$ cat src/rtl/sequence_player_if.sv
// rtl/sequence_player_if.sv - game-side bundle between the game FSM and the sequence player
//   master: game FSM / LED logic side (drives start, abort, segment; observes playback)
//   slave : sequence_player (consumes requests, drives playback outputs)
interface sequence_player_if #(
  parameter int DEPTH = 32
) ();
  logic                         start;
  logic                         abort;
  logic [DEPTH-1:0][2:0]        segment;
  logic                         led_on;
  logic [1:0]                   colour_out;
  logic [$clog2(DEPTH)-1:0]     position;
  logic [$clog2(DEPTH+1)-1:0]   length;
  logic                         busy;
  logic                         done;

  modport master (
    output start, abort, segment,
    input  led_on, colour_out, position, length, busy, done
  );

  modport slave (
    input  start, abort, segment,
    output led_on, colour_out, position, length, busy, done
  );
endinterface

$ cat src/rtl/sequence_player.sv
// rtl/sequence_player.sv - plays the assigned colour history back to the LEDs, oldest first
//   clk   : system clock, rising edge
//   reset : synchronous, active-high
//   bus   : sequence_player_if.slave
//           start/abort/segment in; led_on, colour_out, position, length, busy, done out
module sequence_player #(
  parameter int DEPTH      = 32,
  parameter int ON_CYCLES  = 25000000,
  parameter int OFF_CYCLES = 12500000
) (
  input  logic              clk,
  input  logic              reset,
  sequence_player_if.slave  bus
);

  localparam int PW   = $clog2(DEPTH);
  localparam int LW   = $clog2(DEPTH + 1);
  localparam int MAXC = (ON_CYCLES > OFF_CYCLES) ? ON_CYCLES : OFF_CYCLES;
  localparam int CW   = $clog2(MAXC + 1);
  localparam logic [CW-1:0] ON_LAST  = CW'(ON_CYCLES - 1);
  localparam logic [CW-1:0] OFF_LAST = CW'(OFF_CYCLES - 1);

  typedef enum logic [2:0] {IDLE, SCAN, SHOW, GAP, DONE} state_e;

  state_e                 state_q;
  logic [DEPTH-1:0][2:0]  snap_q;
  logic [PW-1:0]          idx_q;
  logic [CW-1:0]          cnt_q;
  logic                   led_on_q;
  logic [1:0]             colour_q;
  logic [PW-1:0]          position_q;
  logic [LW-1:0]          length_q;
  logic                   busy_q;
  logic                   done_q;

  logic [LW-1:0]          scan_len_d;
  logic [PW-1:0]          last_idx_d;
  logic                   hole;

  // Count assigned slots from the newest end; anything past the first hole is ignored.
  always_comb begin
    scan_len_d = '0;
    hole       = 1'b0;
    for (int i = 0; i < DEPTH; i++) begin
      if (snap_q[i][2]) hole = 1'b1;
      if (!hole) scan_len_d = scan_len_d + LW'(1);
    end
  end

  // Oldest assigned slot; computed at full length width so length=DEPTH lands on DEPTH-1.
  assign last_idx_d = PW'(scan_len_d - LW'(1));

  always_ff @(posedge clk) begin
    if (reset) begin
      state_q    <= IDLE;
      snap_q     <= '0;
      idx_q      <= '0;
      cnt_q      <= '0;
      led_on_q   <= 1'b0;
      colour_q   <= 2'b00;
      position_q <= '0;
      length_q   <= '0;
      busy_q     <= 1'b0;
      done_q     <= 1'b0;
    end else if (bus.abort && state_q != IDLE) begin
      state_q  <= IDLE;
      cnt_q    <= '0;
      led_on_q <= 1'b0;
      colour_q <= 2'b00;
      busy_q   <= 1'b0;
      done_q   <= 1'b0;
    end else begin
      case (state_q)
        IDLE: begin
          done_q <= 1'b0;
          if (bus.start) begin
            snap_q  <= bus.segment;
            busy_q  <= 1'b1;
            state_q <= SCAN;
          end
        end
        SCAN: begin
          length_q <= scan_len_d;
          if (scan_len_d == '0) begin
            busy_q  <= 1'b0;
            done_q  <= 1'b1;
            state_q <= DONE;
          end else begin
            idx_q      <= last_idx_d;
            position_q <= '0;
            cnt_q      <= '0;
            led_on_q   <= 1'b1;
            colour_q   <= snap_q[last_idx_d][1:0];
            state_q    <= SHOW;
          end
        end
        SHOW: begin
          if (cnt_q == ON_LAST) begin
            cnt_q    <= '0;
            led_on_q <= 1'b0;
            colour_q <= 2'b00;
            state_q  <= GAP;
          end else begin
            cnt_q <= cnt_q + CW'(1);
          end
        end
        GAP: begin
          if (cnt_q == OFF_LAST) begin
            cnt_q <= '0;
            if (idx_q == '0) begin
              busy_q  <= 1'b0;
              done_q  <= 1'b1;
              state_q <= DONE;
            end else begin
              idx_q      <= idx_q - PW'(1);
              position_q <= position_q + PW'(1);
              led_on_q   <= 1'b1;
              colour_q   <= snap_q[idx_q - PW'(1)][1:0];
              state_q    <= SHOW;
            end
          end else begin
            cnt_q <= cnt_q + CW'(1);
          end
        end
        DONE: begin
          done_q  <= 1'b0;
          state_q <= IDLE;
        end
        default: state_q <= IDLE;
      endcase
    end
  end

  assign bus.led_on     = led_on_q;
  assign bus.colour_out = colour_q;
  assign bus.position   = position_q;
  assign bus.length     = length_q;
  assign bus.busy       = busy_q;
  assign bus.done       = done_q;

endmodule

$ cat src/flat_wrapper.sv
// flat-port wrapper written by rule: the top's interface ports become plain ports
module sequence_player_flat 
#(
  parameter int DEPTH      = 32,
  parameter int ON_CYCLES  = 25000000,
  parameter int OFF_CYCLES = 12500000
)
  (clk, reset, bus_start, bus_abort, bus_segment, bus_led_on, bus_colour_out, bus_position, bus_length, bus_busy, bus_done);
  sequence_player_if #(.DEPTH(DEPTH)) bus_i ();
  input  logic clk;
  input  logic reset;
  input wire logic [$bits(bus_i.start)-1:0] bus_start;
  input wire logic [$bits(bus_i.abort)-1:0] bus_abort;
  input wire logic [$bits(bus_i.segment)-1:0] bus_segment;
  output wire logic [$bits(bus_i.led_on)-1:0] bus_led_on;
  output wire logic [$bits(bus_i.colour_out)-1:0] bus_colour_out;
  output wire logic [$bits(bus_i.position)-1:0] bus_position;
  output wire logic [$bits(bus_i.length)-1:0] bus_length;
  output wire logic [$bits(bus_i.busy)-1:0] bus_busy;
  output wire logic [$bits(bus_i.done)-1:0] bus_done;
  assign bus_i.start = bus_start;
  assign bus_i.abort = bus_abort;
  assign bus_i.segment = bus_segment;
  assign bus_led_on = bus_i.led_on;
  assign bus_colour_out = bus_i.colour_out;
  assign bus_position = bus_i.position;
  assign bus_length = bus_i.length;
  assign bus_busy = bus_i.busy;
  assign bus_done = bus_i.done;
  sequence_player #(.DEPTH(DEPTH), .ON_CYCLES(ON_CYCLES), .OFF_CYCLES(OFF_CYCLES)) u_core (.clk(clk), .reset(reset), .bus(bus_i));
endmodule
$ cat config.mk
export PLATFORM = sky130hd
export DESIGN_NAME = sequence_player_flat
export DESIGN_NICKNAME = d
export VERILOG_FILES = /design/src/rtl/sequence_player_if.sv /design/src/rtl/sequence_player.sv /design/src/flat_wrapper.sv
export SDC_FILE = /design/constraint.sdc
export NUM_CORES = 1
export LEC_CHECK = 0
export CAP_MARGIN = 20
export CORE_UTILIZATION = 54
export CTS_BUF_LIST = sky130_fd_sc_hd__clkbuf_4
export DETAILED_ROUTE_END_ITERATION = 12
export PLACE_DENSITY_LB_ADDON = 0.05
export RECOVER_POWER = 50
export SYNTH_ARGS = -nofsm -noshare
export SYNTH_HDL_FRONTEND = slang
export SYNTH_SLANG_ARGS = --single-unit
$ cat constraint.sdc
create_clock -name clk -period 16.9 [get_ports clk]
set_input_delay 1.69 -clock clk [delete_from_list [all_inputs] [get_ports clk]]
set_output_delay 1.69 -clock clk [all_outputs]
set_load 0.01 [all_outputs]
Yosys cells after proc, flatten, opt, wreduce, memory -nomap -nowiden --
Index checks and enable logic that the tools add are counted.
Storage, ports and cells: register bits after elaboration 145, input port bits 100, output and inout port bits 16, word-level logic and storage cells 216
Cells by class: add/sub/neg operators 35, order comparisons 2, equality and inequality tests 13, multiplexer cells 105, bitwise gates (word level) 1, reductions and logical operators 19
Operators by type and width (number):
- 2-to-1 mux 6 bit | 31
- adder 6 x 1 -> 6 bit (second input constant) | 30
- 2-to-1 mux 25 bit | 3
- case mux 25 bit (3 select lines) | 1
- 2-to-1 mux 1 bit | 44
- binary-select mux 3 bit (select 5 bit) | 2
- 2-to-1 mux 5 bit | 6
- adder 25 x 1 -> 25 bit (second input constant) | 1
- == test 25 x 24 -> 1 bit (second input constant) | 1
- == test 25 bit (second input constant) | 1
- case mux 5 bit (2 select lines) | 2
- 2-to-1 mux 3 bit | 5
- AND reduction 5 bit | 3
- less-than comparator 5 x 6 -> 1 bit (second input constant) | 2
- 2-to-1 mux 2 bit | 6
- case mux 3 bit (4 select lines) | 1
- nonzero test 3 bit | 4
- subtractor 5 x 1 -> 5 bit (second input constant) | 2
- case mux 1 bit (3 select lines) | 3
- != test 2 x 1 -> 1 bit (second input constant) | 4
- == test 3 x 2 -> 1 bit (second input constant) | 2
- logical NOT 6 bit | 1
- != test 2 bit (second input constant) | 3
- case mux 2 bit (3 select lines) | 1
- other kinds (13) | 16

Longest topological paths before layout --
depth after elaboration 69, mapped depth 105, gate-level depth less buffers 102

Worst setup path after synthesis --
Ideal clock, no wire load.
path type reg2reg, start reg u_core.snap_q[5] (netlist bit), end reg u_core.colour_q[0], in the netlist u_core.bus.colour_out[0], library setup time 0.119 ns, arrival time 18.187 ns, data required time 16.781 ns, path slack -1.406 ns, cell stages (with the launch flop) 100, path buffers 2, period minus slack after synthesis 18.306 ns, cells stage by stage dfxtp_1 > inv_1 > a21oi_1 > ha_1 > o31a_1 > ha_1 > mux2_2 > ha_1 > nand2b_1 > a31oi_1 > ha_1 > inv_1 > o22ai_1 > ha_1 > mux2i_1 > o22ai_1 > ha_1 > mux2_2 > (+64 left out) > ha_1 > o21a_1 > ha_1 > nand2b_1 > a21boi_0 > ha_1 > a21o_1 > ha_1 > o32ai_1 > ha_1 > clkbuf_1 > clkbuf_1 > mux4_2 > mux2i_1 > mux2i_1 > mux2i_1 > nor2_1 > o221a_2
Between the ends: word-level cells in the longest chain between the ends 67, elaborated cells on any way between the ends 100, those cells by class 31 x add/sub; 1 x eq/ne; 66 x mux; 2 x reduce/logical
RTL lines:
- start: declaration | RTL line sequence_player.sv:26 | logic [DEPTH-1:0][2:0] snap_q;
- start signal: assignment | RTL line sequence_player.sv:77 | snap_q <= bus.segment;
- 2-to-1 mux 1 bit * | RTL line sequence_player.sv:45 | if (snap_q[i][2]) hole = 1'b1;
- 2-to-1 mux 6 bit | RTL line sequence_player.sv:46 | if (!hole) scan_len_d = scan_len_d + LW'(1);
- adder 6 x 1 -> 6 bit | RTL line sequence_player.sv:46
- 2-to-1 mux 6 bit | RTL line sequence_player.sv:46
- adder 6 x 1 -> 6 bit | RTL line sequence_player.sv:46
- 2-to-1 mux 6 bit | RTL line sequence_player.sv:46
- adder 6 x 1 -> 6 bit | RTL line sequence_player.sv:46
- 2-to-1 mux 6 bit | RTL line sequence_player.sv:46
- (+51 left out)
- 2-to-1 mux 6 bit | RTL line sequence_player.sv:46
- adder 6 x 1 -> 6 bit | RTL line sequence_player.sv:46
- 2-to-1 mux 6 bit * | RTL line sequence_player.sv:46
- subtractor 5 x 1 -> 5 bit | RTL line sequence_player.sv:51 | assign last_idx_d = PW'(scan_len_d - LW'(1));
- binary-select mux 3 bit (select 5 bit) | RTL line sequence_player.sv:93 | colour_q <= snap_q[last_idx_d][1:0];
- 2-to-1 mux 2 bit (implied by the code) | RTL line sequence_player.sv:93
- 2-to-1 mux 2 bit | RTL line sequence_player.sv:84 | if (scan_len_d == '0) begin
- case mux 2 bit (3 select lines) | RTL line sequence_player.sv:73 | case (state_q)
- end signal: assignment | RTL line sequence_player.sv:93
- end signal: assignment | RTL line sequence_player.sv:118 | colour_q <= snap_q[idx_q - PW'(1)][1:0];
- end: declaration | RTL line sequence_player.sv:30 | logic [1:0] colour_q;
Mark *: on every way between the ends. The rest lies on a longest branch, timed or not. The select of a mux whose other input is x is not followed. A chain may end at the register's enable or synchronous reset.

Worst setup path after layout --
Same ends and word-level chain as after synthesis.

==> impl_metrics.tcl <==
set metrics [dict create \
    status "finished with violations" \
    violations "max-capacitance violations, max-slew violations, negative setup slack" \
    syn_inst 1392 \
    hpwl_um 21200 \
    hold_viol 0 \
    grt_max_degree 103 \
    fillCellCount 1513 \
    period_share 1.07 \
    cts.clk_slew.worst_paths_ps 140 \
    via_count 10800 \
    fin_skew_ps 29.9 \
    die_x_um 144 \
    synth_common_cells "nand2_1 (275), a21oi_1 (158), dfxtp_1 (145), nor2_1 (117), clkbuf_1 (63)" \
    grtUsageTotal 0.295 \
    synth_seq_area_share 0.265 \
    hold_buffers 0 \
    r2r-end "u_core.bus.colour_out[0]$_SDFFE_PP0P_" \
    hold_end "u_core.snap_q[80]$_SDFFE_PP0P_" \
    cp_common_cell "ha_1" \
    reg2reg_depth 103 \
    maxCapViolCount 1 \
    yosys-top-cells-area "dfxtp_1 (26%), nand2_1 (9.4%), mux4_2 (7.4%)" \
    path_max_fanout 8 \
    rsz0062_at_grt "yes" \
    fmax_mhz 55.4 \
    max_slew_margin -2.16 \
    ios 116 \
    gp_congestion 0.909 \
    place_area_um2 12900 \
    netlist_area_um2 11000 \
    syn_nets 1525 \
    synth_edf_count 0 \
    dr.pass1.iters 5 \
    synth_area_leader_cell "dfxtp_1" \
    cts_buffers 17 \
    muxShareOfSynthArea 0.120 \
    crit_path_top_delay_cell "dfxtp_4" \
    io_buffers 115 \
    setup.worst_path.start_class "register" \
    htree_num_levels 4 \
    drc 0 \
    layout_min_cycle_time_ps 18060 \
    antenna_found_initial 3 \
    synth_top_family_by_area "simple AND/OR/NAND/NOR gates" \
    slew_viol_final 97 \
    synth_compound_area_frac 0.176 \
    multi_input_area_um2 8480 \
    final_net_count 1701 \
    arrival_ps 18530 \
    viasPerCell 5.85 \
    tightest_slew_ps 4740 \
    post-place-ws_ps -796 \
    synthArstFlopShare 0 \
    die_h_um 144 \
    cp.required_ps 17380 \
    detail-route-antenna-nets 0 \
    setup_violations 45 \
    slowest_delay_ps 410 \
    hold_path_class "register to register" \
    syn_area_per_cell_um2 7.87 \
    cts_tree "built" \
    r2r_setup_slack_ps -1160 \
    drtIter0Drc 655 \
    die_area_um2 20900 \
    fin_tns_setup_ps -47240 \
    grt_pass1_vias 10200 \
    ctsRootBufferMaster "clkbuf_4" \
    ys_warn_count 0 \
    setup.worst_path.class "register to register" \
    drt_wl_total_um 31700 \
    yosysMostFrequentCell "nand2_1" \
    drive_gt1_frac 0.214 \
    clock_sinks 145 \
    reg2reg_from "u_core.snap_q[5]$_SDFFE_PP0P_" \
    synthAdderAreaFrac 0.0404 \
    synth_top_area_share 0.265 \
    core.rowCount 51 \
    routedWlPerCell_um 17.1 \
    finalInstanceArea_um2 14400 \
    hold_depth 2 \
    worst_slack_ps -1160 \
    endpoint_kind "register" \
    synthXorXnorAreaFrac 0.105 \
    core_area_um2 19700 \
    grt_overflow 0 \
    clock_latency_ps 590 \
    initial_core_util 0.558 \
    clockBufferDepth 2 \
    area_delta_synth_final_pct 31.2 \
    ys_ff_latch 145 \
    grt_pass1_wl_um 48700 \
    hold_start "u_core.snap_q[80]$_SDFFE_PP0P_" \
    synth.distinct_cells 83 \
    synth_simple_gate_area_frac 0.255 \
    regArea_um2 2910 \
    synth_flop_cell "dfxtp_1" \
]
==> timing repair <==
item	CTS	global route
pin swaps	44	117
resized for setup	45	82
cloned	4	3
setup buffers	37	18
setup endpoints to repair	44	47
==> cell usage in the layout, fill, tap and decap left out, types with 7 or more instances in the layout <==
cell             instances
dfxtp_1                142
a211oi_4                14
a21oi_1                148
o21ai_1                 12
or3_1                   12
a211oi_2                11
nor2b_1                 14
nor3_1                  32
nand3_1                 34
inv_1                   29
and3_1                  17
clkbuf_4                17
xnor3_1                  8
nand2_1                265
nand2b_1                15
o211ai_1                13
o21ai_2                  8
ha_4                    14
a211oi_1                11
mux2i_1                 36
mux4_2                  36
and2_1                  13
a31oi_1                 10
o21ai_0                 21
xnor2_1                 59
buf_6                   15
nor2_1                 113
ha_1                    19
clkdlybuf4s50_1        113
nor4b_1                  7
xnor2_2                  7
buf_4                   91
xor2_1                  18
==> logic make-up (layout without fill, tap and decap cells) <==
group,count (synthesis),after routing
other,0,3
AO/OA/AOI/OAI,316,316
XOR/XNOR,103,103
multiplexers,84,84
flip-flops,145,145
buffers and inverters,109,298
adder cells (fa/ha/maj),36,36
AND/OR/NAND/NOR,599,599
==> routing by layer <==
| metal | vias to the layer above | part of all wire | track usage |
|---|---|---|---|
| li1 | 5299 | - | - |
| met1 | 5177 | 0.43 | 0.361 |
| met2 | 290 | 0.51 | 0.519 |
| met3 | 57 | 0.038 | 0.0361 |
| met4 | 0 | 0.026 | 0.126 |
| met5 | - | 0 | 0 |
==> layout make-up <==
type,count,share of cell area
sequential,145,0.202
timing repair buffer,232,0.156
antenna,3,0.000522
clock inverter,15,0.00940
clock buffer,17,0.00888
multi-input combinational,1138,0.590
inverter,34,0.00923
tap,265,0.0231
==> flip-flops by register name (all words and copies together) (netlist names) <==
signal	flops
u_core.idx_q	5
u_core.bus.led_on	1
u_core.bus.colour_out	2
u_core.cnt_q	25
u_core.state_q	3
u_core.bus.busy	1
u_core.bus.length	6
u_core.snap_q	96
u_core.bus.done	1
u_core.bus.position	5
==> worst max-delay path by stage <==
stage	from	to	slack [ps]
2_1_floorplan	u_core.snap_q[5]$_SDFFE_PP0P_	u_core.cnt_q[8]$_SDFFE_PP0P_	-390
3_3_place_gp	u_core.snap_q[5]$_SDFFE_PP0P_	u_core.cnt_q[8]$_SDFFE_PP0P_	-150
3_5_place_dp	u_core.snap_q[5]$_SDFFE_PP0P_	u_core.cnt_q[8]$_SDFFE_PP0P_	-800
4_1_cts	u_core.snap_q[5]$_SDFFE_PP0P_	u_core.bus.colour_out[0]$_SDFFE_PP0P_	-630
5_1_grt	u_core.snap_q[5]$_SDFFE_PP0P_	u_core.bus.colour_out[0]$_SDFFE_PP0P_	-2110
6_report	u_core.snap_q[5]$_SDFFE_PP0P_	u_core.bus.colour_out[0]$_SDFFE_PP0P_	-1160
==> stage by stage <==
| stage | instances | hold WS (ps) | utilization |
|---|---|---|---|
| 6_report | 1849 | 472 | 0.731 |
| 5_1_grt | 1849 | 504 | 0.731 |
| 4_1_cts | 1829 | 468 | 0.702 |
| 3_5_place_dp | 1756 | 450 | 0.657 |
| 3_3_place_gp | 1756 | 445 | 0.657 |
| 2_1_floorplan | 1392 | 436 | - |
==> critical path, delay by kind of cell (launching register included) <==
family | cells | cell delay [ps]
and+or+nand+nor | 29 | 2750
AOI/OAI and AO/OA | 23 | 3280
xor gates and xnor gates | 3 | 490
muxes | 13 | 2640
DFF | 1 | 410
buffers and inverters | 7 | 640
adders and majority gates | 28 | 7730
Power is not shown: default switching activity piles up to over one toggle a cycle in this logic, so the estimate is an artifact.
